### src/rtl/spi_peripheral_pkg.sv
// spi_peripheral_pkg: shared definitions for the SPI peripheral.
// Holds the gpioOut field positions, frame lengths, status bit positions,
// the FSM state encoding and the per-frame configuration record.
package spi_peripheral_pkg;

  // gpioOut field positions
  localparam int unsigned LSB_FIRST_BIT = 30;
  localparam int unsigned CPOL_BIT      = 29;
  localparam int unsigned CPHA_BIT      = 28;
  localparam int unsigned DATA_WIDTH    = 24;

  // Accepted frame lengths in bits
  localparam int unsigned SHORT_FRAME = 16;
  localparam int unsigned LONG_FRAME  = 24;

  // status word bit positions
  localparam int unsigned STATUS_FRAME_ACTIVE  = 31;
  localparam int unsigned STATUS_FRAME_ERROR   = 30;
  localparam int unsigned STATUS_RX_LARGE      = 29;
  localparam int unsigned STATUS_BIT_COUNT_LSB = 24;
  localparam int unsigned BIT_COUNT_WIDTH      = 5;

  typedef enum logic [1:0] {
    IDLE  = 2'd0,
    SHIFT = 2'd1,
    DONE  = 2'd2
  } state_t;

  typedef struct packed {
    logic                  lsb_first;
    logic                  cpol;
    logic                  cpha;
    logic [DATA_WIDTH-1:0] tx;
  } cfg_t;

endpackage

### src/rtl/spi_peripheral_sync.sv
// spi_peripheral_sync: input synchronizer for one SPI pin.
//   clk, reset : fabric clock, synchronous active-high reset
//   din        : asynchronous pin
//   level      : synchronized (optionally filtered) level
//   rise, fall : single-cycle edge indications on level
// With SPI_PERIPHERAL_DEGLITCH_EN defined, a 3-sample majority filter
// follows the synchronizer when FILTER=1; FILTER=0 gets a plain delay of
// the same length so that unfiltered pins stay aligned with filtered ones.
module spi_peripheral_sync #(
  parameter int unsigned SYNC_STAGES = 2,
  parameter bit          FILTER      = 1'b1
) (
  input  logic clk,
  input  logic reset,
  input  logic din,
  output logic level,
  output logic rise,
  output logic fall
);

  logic [SYNC_STAGES-1:0] sync_q;
  logic                   synced;
  logic                   prev_q;

  always_ff @(posedge clk) begin
    if (reset) sync_q <= '0;
    else       sync_q <= {sync_q[SYNC_STAGES-2:0], din};
  end

  assign synced = sync_q[SYNC_STAGES-1];

`ifdef SPI_PERIPHERAL_DEGLITCH_EN
  logic [1:0] hist_q;
  logic       filt_q;

  always_ff @(posedge clk) begin
    if (reset) begin
      hist_q <= '0;
      filt_q <= 1'b0;
    end else begin
      hist_q <= {hist_q[0], synced};
      if (FILTER)
        filt_q <= (synced & hist_q[0]) | (synced & hist_q[1]) | (hist_q[0] & hist_q[1]);
      else
        filt_q <= hist_q[0];
    end
  end

  assign level = filt_q;
`else
  assign level = synced;
`endif

  always_ff @(posedge clk) begin
    if (reset) prev_q <= 1'b0;
    else       prev_q <= level;
  end

  assign rise = level & ~prev_q;
  assign fall = ~level & prev_q;

endmodule

### src/rtl/spi_peripheral.sv
// spi_peripheral: SPI target for analog front-end control links.
//   clk, reset          : fabric clock, synchronous active-high reset
//   csrStrobe, gpioOut  : host loads pending config {lsbFirst, cpol, cpha, tx word}
//   status              : {frameActive, lastFrameError, rxLarge, lastBitCount, rxData}
//   rxData, rxValid     : last good frame (right-aligned) and its one-clk pulse
//   SPI_CLK/CSB/SDI     : SPI pins from the master
//   SPI_SDO, SPI_SDO_OE : MISO and its drive enable
// Optional macro SPI_PERIPHERAL_DEGLITCH_EN adds a majority filter on
// SPI_CLK/SPI_CSB (two extra clk of latency, stricter rate check).
module spi_peripheral
  import spi_peripheral_pkg::*;
#(
  parameter int unsigned CLK_RATE     = 100000000,
  parameter int unsigned MAX_BIT_RATE = 12500000,
  parameter int unsigned SYNC_STAGES  = 2,
  parameter string       DEBUG        = "false"
) (
  input  logic        clk,
  input  logic        reset,
  input  logic        csrStrobe,
  input  logic [31:0] gpioOut,
  output logic [31:0] status,
  output logic [23:0] rxData,
  output logic        rxValid,
  input  logic        SPI_CLK,
  input  logic        SPI_CSB,
  input  logic        SPI_SDI,
  output logic        SPI_SDO,
  output logic        SPI_SDO_OE
);

`ifdef SPI_PERIPHERAL_DEGLITCH_EN
  localparam longint unsigned MIN_RATIO = 12;
`else
  localparam longint unsigned MIN_RATIO = 8;
`endif

  if (longint'(CLK_RATE) < MIN_RATIO * longint'(MAX_BIT_RATE)) begin : g_bad_rate
    $error("CLK_RATE too low for MAX_BIT_RATE");
  end
  if (SYNC_STAGES < 2) begin : g_bad_sync
    $error("SYNC_STAGES must be at least 2");
  end
  if (DEBUG != "true" && DEBUG != "false") begin : g_bad_debug
    $error("DEBUG must be \"true\" or \"false\"");
  end

  logic sclk_level_unused, sclk_rise, sclk_fall;
  logic csb_level, csb_rise, csb_fall;
  logic sdi_level, sdi_rise_unused, sdi_fall_unused;
  logic unused_gpio;

  spi_peripheral_sync #(.SYNC_STAGES(SYNC_STAGES), .FILTER(1'b1)) u_sync_sclk (
    .clk(clk), .reset(reset), .din(SPI_CLK),
    .level(sclk_level_unused), .rise(sclk_rise), .fall(sclk_fall));

  spi_peripheral_sync #(.SYNC_STAGES(SYNC_STAGES), .FILTER(1'b1)) u_sync_csb (
    .clk(clk), .reset(reset), .din(SPI_CSB),
    .level(csb_level), .rise(csb_rise), .fall(csb_fall));

  spi_peripheral_sync #(.SYNC_STAGES(SYNC_STAGES), .FILTER(1'b0)) u_sync_sdi (
    .clk(clk), .reset(reset), .din(SPI_SDI),
    .level(sdi_level), .rise(sdi_rise_unused), .fall(sdi_fall_unused));

  assign unused_gpio = ^{gpioOut[31], gpioOut[27:24]};

  state_t                     state_q, state_d;
  cfg_t                       pend_q, act_q, strobe_cfg, next_cfg;
  logic [DATA_WIDTH-1:0]      tx_shift_q, rx_shift_q, rx_data_q;
  logic [BIT_COUNT_WIDTH-1:0] bit_count_q, last_count_q;
  logic [7:0]                 error_count_q;
  logic                       first_launch_q, armed_q;
  logic                       rx_valid_q, frame_err_q, rx_large_q;
  logic                       sdo_oe;
  logic                       lead_edge, trail_edge, sample_edge, launch_edge;

  always_comb begin
    strobe_cfg           = '0;
    strobe_cfg.lsb_first = gpioOut[LSB_FIRST_BIT];
    strobe_cfg.cpol      = gpioOut[CPOL_BIT];
    strobe_cfg.cpha      = gpioOut[CPHA_BIT];
    strobe_cfg.tx        = gpioOut[DATA_WIDTH-1:0];
  end

  // A strobe coinciding with the CSB fall takes effect for that frame.
  assign next_cfg = csrStrobe ? strobe_cfg : pend_q;

  assign lead_edge   = act_q.cpol ? sclk_fall : sclk_rise;
  assign trail_edge  = act_q.cpol ? sclk_rise : sclk_fall;
  assign sample_edge = act_q.cpha ? trail_edge : lead_edge;
  assign launch_edge = act_q.cpha ? lead_edge : trail_edge;

  always_comb begin
    state_d = state_q;
    sdo_oe  = 1'b0;
    unique case (state_q)
      IDLE:  if (csb_fall && armed_q) state_d = SHIFT;
      SHIFT: begin
        sdo_oe = 1'b1;
        if (csb_rise) state_d = DONE;
      end
      DONE:    state_d = IDLE;
      default: state_d = IDLE;
    endcase
  end

  always_ff @(posedge clk) begin
    if (reset) begin
      state_q        <= IDLE;
      pend_q         <= '0;
      act_q          <= '0;
      tx_shift_q     <= '0;
      rx_shift_q     <= '0;
      rx_data_q      <= '0;
      bit_count_q    <= '0;
      last_count_q   <= '0;
      error_count_q  <= '0;
      first_launch_q <= 1'b0;
      armed_q        <= 1'b0;
      rx_valid_q     <= 1'b0;
      frame_err_q    <= 1'b0;
      rx_large_q     <= 1'b0;
    end else begin
      state_q    <= state_d;
      armed_q    <= armed_q | csb_level;
      rx_valid_q <= 1'b0;
      if (csrStrobe) pend_q <= strobe_cfg;

      unique case (state_q)
        IDLE: begin
          if (csb_fall) act_q <= next_cfg;
          if (csb_fall && armed_q) begin
            tx_shift_q     <= next_cfg.tx;
            rx_shift_q     <= '0;
            bit_count_q    <= '0;
            first_launch_q <= 1'b1;
          end
        end
        SHIFT: begin
          // An SCLK edge in the same cycle as the CSB rise is discarded.
          if (!csb_rise) begin
            if (sample_edge) begin
              rx_shift_q <= act_q.lsb_first ? {sdi_level, rx_shift_q[DATA_WIDTH-1:1]}
                                            : {rx_shift_q[DATA_WIDTH-2:0], sdi_level};
              if (bit_count_q != '1) bit_count_q <= bit_count_q + 5'd1;
            end
            if (launch_edge) begin
              first_launch_q <= 1'b0;
              // cpha=1: the first leading edge only presents bit 0.
              if (!(act_q.cpha && first_launch_q))
                tx_shift_q <= act_q.lsb_first ? (tx_shift_q >> 1) : (tx_shift_q << 1);
            end
          end
        end
        DONE: begin
          last_count_q <= bit_count_q;
          if (bit_count_q == 5'(LONG_FRAME)) begin
            rx_data_q   <= rx_shift_q;
            rx_large_q  <= 1'b1;
            rx_valid_q  <= 1'b1;
            frame_err_q <= 1'b0;
          end else if (bit_count_q == 5'(SHORT_FRAME)) begin
            rx_data_q   <= act_q.lsb_first ? {8'h00, rx_shift_q[23:8]} : {8'h00, rx_shift_q[15:0]};
            rx_large_q  <= 1'b0;
            rx_valid_q  <= 1'b1;
            frame_err_q <= 1'b0;
          end else begin
            frame_err_q <= 1'b1;
            if (error_count_q != '1) error_count_q <= error_count_q + 8'd1;
          end
        end
        default: ;
      endcase
    end
  end

  always_comb begin
    status                                                 = '0;
    status[STATUS_FRAME_ACTIVE]                            = (state_q == SHIFT);
    status[STATUS_FRAME_ERROR]                             = frame_err_q;
    status[STATUS_RX_LARGE]                                = rx_large_q;
    status[STATUS_BIT_COUNT_LSB +: BIT_COUNT_WIDTH]        = last_count_q;
    status[DATA_WIDTH-1:0]                                 = rx_data_q;
  end

  assign rxData     = rx_data_q;
  assign rxValid    = rx_valid_q;
  assign SPI_SDO_OE = sdo_oe;
  assign SPI_SDO    = sdo_oe & (act_q.lsb_first ? tx_shift_q[0] : tx_shift_q[DATA_WIDTH-1]);

endmodule

### config.mk
export PLATFORM = sky130hd
export DESIGN_NAME = spi_peripheral
export DESIGN_NICKNAME = d
export VERILOG_FILES = /design/src/rtl/spi_peripheral_pkg.sv /design/src/rtl/spi_peripheral_sync.sv /design/src/rtl/spi_peripheral.sv
export SDC_FILE = /design/constraint.sdc
export NUM_CORES = 1
export LEC_CHECK = 0
export CAP_MARGIN = 10
export CELL_PAD_IN_SITES_DETAIL_PLACEMENT = 0
export CELL_PAD_IN_SITES_GLOBAL_PLACEMENT = 2
export CORE_MARGIN = 2
export CORE_UTILIZATION = 33
export CTS_CLUSTER_DIAMETER = 50
export CTS_CLUSTER_SIZE = 8
export DETAILED_ROUTE_END_ITERATION = 12
export PLACE_DENSITY_LB_ADDON = 0.05
export SLEW_MARGIN = 10
export SYNTH_ARGS = -nofsm -noshare
export SYNTH_HDL_FRONTEND = slang
export SYNTH_SLANG_ARGS = --single-unit
### constraint.sdc
create_clock -name clk -period 2.49 [get_ports clk]
set_input_delay 0.747 -clock clk [delete_from_list [all_inputs] [get_ports clk]]
set_output_delay 0.747 -clock clk [all_outputs]
set_load 0.01 [all_outputs]
After elaboration in Yosys (flattened, before gate mapping). Cells that the tools add are included.

Register bits after elaboration: 127. Bits in latches: 0. Bits in writable memories: 0. Memory bits (read-only): 0. Input bits: 38. Output and inout bits: 59. Logic and storage cells: 99. Memories kept: 0.

Add/subtract/negate cells: 1. Multipliers: 0. Divide/modulo/power cells: 0. Order comparisons: 0. Equal/unequal tests: 12. Shifts and indexed selects: 0. Multiplexer cells: 39. Bitwise logic cells: 11. Reductions and logical operators: 13.

Operator list (number): 24-bit 2-to-1 mux (11); 24-bit one-hot mux with 2 select lines (2); 27-bit 2-to-1 mux (1); 5-bit 2-to-1 mux (4); 16-bit 2-to-1 mux (1); 1-bit 2-to-1 mux (15); 5-bit == test (second input constant) (2); 5-bit one-hot mux with 2 select lines (1); 5-bit AND reduction (2); 2-bit by 1-bit != test with 1-bit output (second input constant) (4); 4-bit AND reduction (2); 2-bit != test (second input constant) (3); 2-bit AND reduction (3); 5-bit by 1-bit adder with 5-bit output (second input constant) (1); 1-bit bitwise AND (5); 5-bit != test (second input constant) (1); 1-bit NOT (5); 2-bit 2-to-1 mux (2); 2-bit one-hot mux with 2 select lines (1); 2-bit nonzero test (2); 2-bit by 1-bit == test with 1-bit output (second input constant) (1); 2-bit == test (second input constant) (1); 1-bit logical AND (2); 2-bit logical NOT (1); 3 further kinds (3).

Logic depth before layout (Yosys ltp). Gate-level depths: netlist of the first run.

Depth in word-level cells: 7. Gate-level depth with buffers: 8. Mapped depth without buffers: 8.

Hierarchy. From an unflattened synthesis of the first run, not the netlist that was laid out.

Cell total of the unflattened synthesis: 620. Area total of the unflattened synthesis: 5830.6 um^2.

Modules (own cells, without submodules): spi_peripheral (times used 1, cells each 596, area an instance 5556.6 um^2, seq. area each 2382.3 um^2); spi_peripheral_sync (times used 3, cells each 8, area an instance 91.3 um^2, seq. area each 60.1 um^2).

Worst setup path after synthesis of the first run. No wires, ideal clock.

Path type: register to output. Start: reg act_q[26] in the netlist's numbering. End: out SPI_SDO. Arrival time: 1.496 ns. Data required time: 1.743 ns. Path slack: 0.247 ns. Cell stages (with the launch flop): 7. Buffers on the path: 4. Cell sequence: dfxtp_1 buf_2 buf_2 buf_2 clkbuf_1 mux2i_1 nor2_1.

Longest elaborated chain between the ends: 2.

RTL lines: start, declared (RTL line spi_peripheral.sv:68) `cfg_t pend_q, act_q, strobe_cfg, next_cfg;`; start signal, assigned (RTL line spi_peripheral.sv:131) `if (csb_fall) act_q <= next_cfg;`; 1-bit 2-to-1 mux (RTL line spi_peripheral.sv:189) `assign SPI_SDO = sdo_oe & (act_q.lsb_first ? tx_shift_q[0] : tx_shift_q[DATA_WIDTH-1]);`; 1-bit bitwise AND (RTL line spi_peripheral.sv:189); end, declared (RTL line spi_peripheral.sv:28) `output logic SPI_SDO,`.

No other way between the ends.

Final worst setup path of the first run.
Start: reg state_q[1]. End: out SPI_SDO_OE.

Longest elaborated chain between the ends: 2.

RTL lines: start, declared (RTL line spi_peripheral.sv:67) `state_t state_q, state_d;`; start signal, assigned (RTL line spi_peripheral.sv:124) `state_q <= state_d;`; 2-bit by 1-bit == test with 1-bit output (RTL line spi_peripheral.sv:96) `unique case (state_q)`; 1-bit 2-to-1 mux (RTL line spi_peripheral.sv:96); end, declared (RTL line spi_peripheral.sv:29) `output logic SPI_SDO_OE`.

No other way between the ends.

==> results.md, run 1 <==
- TritonCTS Buffers: 17
- Initial core utilization: 0.334
- Final Core Density: 0.426
- Antenna Violating Nets Remaining: 0
- GP Congestion: 0.734
- Fraction of the cycle the final worst path needs: 0.950
- Status: finished, final reports clean
- CP Buf/Inv Count: 2
- Total power: 4.95 mW
- I/O pin count: 97
- Post-synth top flop: dfxtp_1
- Largest area contributor in the netlist: dfxtp_1
- Setup TNS: 0 ns
- Mapped Avg Cell Area: between 9 and 10 um^2
- Max Cap Violations: 0
- Netlist Area Pre-Place: between 5000 and 6000 um^2
- RSZ-0062 raised after global routing: false
- Clock sink count: 127
- CP top delay family: buffers and inverters
- Top-count cell post-synth: dfxtp_1
- Die H: around 140 um
- Worst slew pin tran: 0.918 ns
- Syn Inst Count: 584
- Hold Slack: 0.435 ns
- Syn_nets: 625
- Largest net degree at the start of global routing: 82
- Crit path cell chain: nand2b_2 -> inv_1 -> clkdlybuf4s50_1
- CTS tree: built
- Sequential share of the synthesized area: 0.447
- Core area: 17100 um^2
- Drt wl/cell: 15.4 um
- Post-synth EDFFs: 0
- Cells taking the most area after synthesis: dfxtp_1 (45%), mux2i_1 (7.7%), nor2_1 (4.6%), mux2_2 (4.4%), a221o_1 (4.0%)
- Post-DP Area: between 6000 and 7000 um^2
- PortBufs: 91
- Clock Skews: ~0.0069 ns
- Max-slew violation count: 0
- FFs w/ async S/R, synth: 0
- Crit. End Element: output pin
- Cell total after placement: 849
- Clock period minus worst slack: 2.37 ns
- VDD IR max: around 0.44 mV
- Slowest cell on the critical path: clkdlybuf4s50_1
- Setup WS post-layout: 0.124 ns
- Layout Nets: 684
- Synth Register Bits: approximately 130
- H-Tree Level Count: 4
- Relative slew slack: 0.388
- DR vias: 4387
- Worst Setup Path Type: reg2out
- Synth top area share: 0.447
- Final hold viol count: 0
- Share of layout cells above drive strength 1: 0.148
- First-pass GRT wire length: around 22000 um
- Clk slew on worst S/H paths: 0.06 ns
- Fillers: around 1.7k
- Total wire length: 13600 um
- Leak: 2.86 nW
- PwrDens: a little under 700 nW/um^2
- Clock Path Buffers: 2
- Detailed placement HPWL: 9330 um
- Ant diodes: 0
- DRC Markers: 0
- Post-DR vias/cell: 4.98
- Pre-CTS WS: roughly 0.27 ns
- Crit path required time: 1.74 ns
- DR iter-0 viols: 197
- Ys Warns: 0
- Area growth syn-to-layout: 27.8%
- Die Width: 135 um
- Later-pin clock latency in the skew report: around 0.41 ns
- Finished Cell Area: 7270 um^2
- Gr ovfl total: 0
- # rows: 48
- Clock root cell: clkbuf_16
- Synth unique cells: 43
- Crit start category: flip-flop
- Hold Buf Count CTS: 0
- Final non-filler cell total: between 800 and 900
- TritonRoute pass-1 iters: 4
- Vias in the first global route: approximately 4.3k
- Post-synth top cells: dfxtp_1 (127), nor2_1 (69), mux2i_1 (44)
- Total GRT Usage: 0.155
- Min-delay worst type: reg2reg
- Worst-path maximum fanout: 6
- Fmax: ~420 MHz
- Die ar.: 18300 um^2
- Worst EP arrival: 1.62 ns
- Initial antenna violation count: 0
- Max incr delay on CP: 0.54 ns
- Final setup fails: 0
-- cell families (layout without fill, tap and decap cells) --
kind of cell	count (synthesis)	count (layout)	share of synthesized area
AO/OA/AOI/OAI	141	141	0.192
XOR/XNOR	1	1	0.00286
adder cells (fa/ha/maj)	3	3	0.00660
buffers and inverters	75	147	0.0737
flip-flops	127	127	0.447
multiplexers	67	67	0.123
AND/OR/NAND/NOR	170	170	0.156
-- flip-flops by register name, indices dropped and copies added, names as in the netlist, 2 cells and up --
signal,count
act_q,3
bit_count_q,5
last_count_q,5
pend_q,27
rxData,24
rx_shift_q,24
state_q,2
tx_shift_q,24
u_sync_csb.sync_q,2
u_sync_sclk.sync_q,2
u_sync_sdi.sync_q,2
-- where the power goes --
part / internal, mW / switching [mW] / total, mW
clock network: 1.75 / 0.902 / 2.65
registers: 2.07 / 0.0137 / 2.08
logic: 0.105 / 0.111 / 0.216
-- metal layers --
layer	up-vias	wire, um	track usage	part of all wire
met5	-	0	0	0
met4	0	272	0.0689	0.020
met3	21	418	0.0337	0.031
met2	78	6680	0.260	0.49
met1	2089	6200	0.191	0.46
li1	2199	-	-	-
-- timing repair --
action	4_1_cts	5_1_grt
gates resized for setup	1	1
setup buffers	0	0
endpoints found under the hold margin	0	0
setup endpoints to repair	1	1
-- area by class of cell --
cell class,count,area (um^2),area share
clock buffer,22,474,0.0652
clock inverter,10,159,0.0219
inverter,4,15.0,0.00206
multi-input combinational,382,2730,0.376
sequential,127,2540,0.350
tap,225,282,0.0387
timing repair buffer,111,1070,0.147
-- path summary, 6_finish.rpt --
path / startpoint / depth (start not counted) / slack (ns) / end
worst max-delay path: state_q[1] / 3 / 0.12 / SPI_SDO_OE
worst min-delay path: u_sync_sdi.sync_q[0] / 1 / 0.44 / u_sync_sdi.sync_q[1]
worst max register to register: u_sync_sclk.sync_q[1] / 5 / 0.31 / tx_shift_q[22]
worst min register to register: u_sync_sdi.sync_q[0] / 1 / 0.44 / u_sync_sdi.sync_q[1]
-- placed cells by master (no fill, tap or decap), types with 7 or more instances in the layout --
master and n:
dfxtp_1 126, clkdlybuf4s50_1 88, nor2_1 69, mux2i_1 44, o21ai_0 32, nor2b_1 28
nand3b_1 27, mux2_2 22, a221o_1 22, nand2_1 21, a21oi_1 21, buf_4 19
clkbuf_16 17, a211o_1 16, o31ai_2 15, o31ai_1 11, nand2b_1 7, a22o_1 7
Power figures use the tool's default switching activity.
==> inputs of run 2 (changes only) <==
PLACE_DENSITY_LB_ADDON = 0.3   (was 0.05)
clock period = 2.34 ns   (was 2.49 ns; I/O delays follow)
==> run 2 against run 1 <==
Sequential power rose by 7%; final cell count fell by 0.45%; non-clock buffer count fell by 3; setup slack improved by 0.011 ns; via count barely moved; global-route usage fell by 0.54 points; die area did not move; final area fell by 0.33%.
==> results.md, run 2 (synthesized netlist as in run 1, its figures left out) <==
- Total GRT Usage: 0.150
- Hold Buf Count CTS: 0
- I/O pin count: 97
- Pre-CTS WS: between 0.02 and 0.03 ns
- Worst r2r src: bit_count_q[0]
- Largest net degree at the start of global routing: 82
- DRC Markers: 0
- TritonCTS Buffers: 17
- Max-slew violation count: 0
- PostCTS Resize Cnt: 6
- Slowest cell on the critical path: clkdlybuf4s50_1
- Vias in the first global route: 4228
- PwrDens: 707 nW/um^2
- Fmax: roughly 450 MHz
- Worst Setup Path Type: reg2out
- Final hold viol count: 0
- Commonest non-fill, non-tap cells in the layout: dfxtp_1 (126), clkdlybuf4s50_1 (88), nor2_1 (67)
- R2R cell count: 7
- Total wire length: 13300 um
- CP top delay family: buffers and inverters
- Clk slew on worst S/H paths: 0.05 ns
- Most common cell after layout, fill and taps aside: dfxtp_1
- Crit path required time: 1.64 ns
- Clock Path Buffers: 2
- Clock period minus worst slack: ~2.2 ns
- DR vias: 4390
- Max Cap Violations: 0
- RSZ-0062 raised after global routing: false
- Initial core utilization: 0.334
- Gr ovfl total: 0
- Antenna Violating Nets Remaining: 0
- Initial antenna violation count: 0
- Final Core Density: 0.425
- Die H: around 140 um
- TritonRoute pass-1 iters: 7
- Hold Slack: 0.435 ns
- Setup TNS: 0 ns
- Setup WS post-layout: 0.134 ns
- Layout Nets: 681
- Share of layout cells above drive strength 1: 0.144
- H-Tree Level Count: 4
- Met1 WL: 6280 um
- WHS Path Cells: 1
- CP Buf/Inv Count: 2
- Biggest register: pend_q
- Final setup fails: 0
- CP Depth: 3
- Die ar.: 18300 um^2
- # rows: between 40 and 50
- Leak: 2.83 nW
- Max Used Layer: met4
- Hold_sp: u_sync_csb.sync_q[0]
- Worst slew pin tran: around 0.87 ns
- Relative slew slack: 0.418
- Core area: 17100 um^2
- Clock sink count: roughly 130
- # Post-CTS Setup Buffers: 0
- Worst EP arrival: 1.50 ns
- Number of flip-flops in the largest register: 27
- CTS tree: built
- Min-delay worst type: reg2reg
- DR iter-0 viols: 276
- Worst-path maximum fanout: 6
- Area growth syn-to-layout: 27.4%
- Ant diodes: 0
- Fraction of the cycle the final worst path needs: 0.943
- Max incr delay on CP: 0.53 ns
- Die Width: 135 um
- Drt wl/cell: around 15 um
- GP Congestion: just under 0.8
- Crit path cell chain: nand2b_4 -> inv_2 -> clkdlybuf4s50_1
- Later-pin clock latency in the skew report: 0.42 ns
- Clock Skews: 0.0119 ns
- VDD IR max: 0.492 mV
- Met3 wire len: 460 um
- PortBufs: 91
- Post-DR vias/cell: 5.01
- Detailed placement HPWL: 8910 um
- First-pass GRT wire length: 21500 um
- Crit start category: flip-flop
- Status: finished, final reports clean
- Crit. End Element: output pin
- Critical Path Start: state_q[1]
- Clock root cell: clkbuf_16
- Met2 WL: ~6300 um
[run 2: worst paths after layout]
check	slack, ns	endpoint
worst max-delay path	0.13	status[31]
worst min register to register	0.44	u_sync_csb.sync_q[1]
worst min-delay path	0.44	u_sync_csb.sync_q[1]
worst max register to register	0.27	rxData[22]
[run 2: layout make-up]
type                       count  area (um^2)
fill                        1696         9810
multi-input combinational    382         2750
sequential                   127         2540
timing repair buffer         108         1060
clock buffer                  22          464
tap                          225          282
clock inverter                 9          135
inverter                       4         15.0
[run 2: report_power, final]
part	total [mW]	switching (mW)	internal [mW]
registers	2.22	0.0150	2.20
clock network	2.68	0.956	1.73
logic	0.228	0.115	0.113
total	5.13	1.09	4.04
[run 2: per-stage QoR]
step                cell area, um^2  instances  total power, mW
detailed placement             6630        846             2.49
finish                         7250        877             5.13
global route                   7250        877             5.32
floorplan                      5690        584             2.40
global placement               6630        846             2.49
CTS                            7240        877             5.19
[run 2: metal layers]
layer / track usage / vias up
met1: 0.193 / 2088
met2: 0.241 / 93
li1: - / 2192
met3: 0.0359 / 17
met4: 0.0613 / 0
met5: 0 / -
[run 2: worst reg2reg max path: cells and delay by family (launching register included)]
family          cells  cell delay, ns
simple gates        4            1.19
fa+ha+maj           1            0.16
compound gates      1            0.21
flops               1            0.34
buf+inv             1            0.11
==> inputs of run 3 (changes only) <==
GPL_ROUTABILITY_DRIVEN = 0   (was unset)
==> results of run 3 <==
No change in the layout: final DEF, timing and power equal those of run 2.
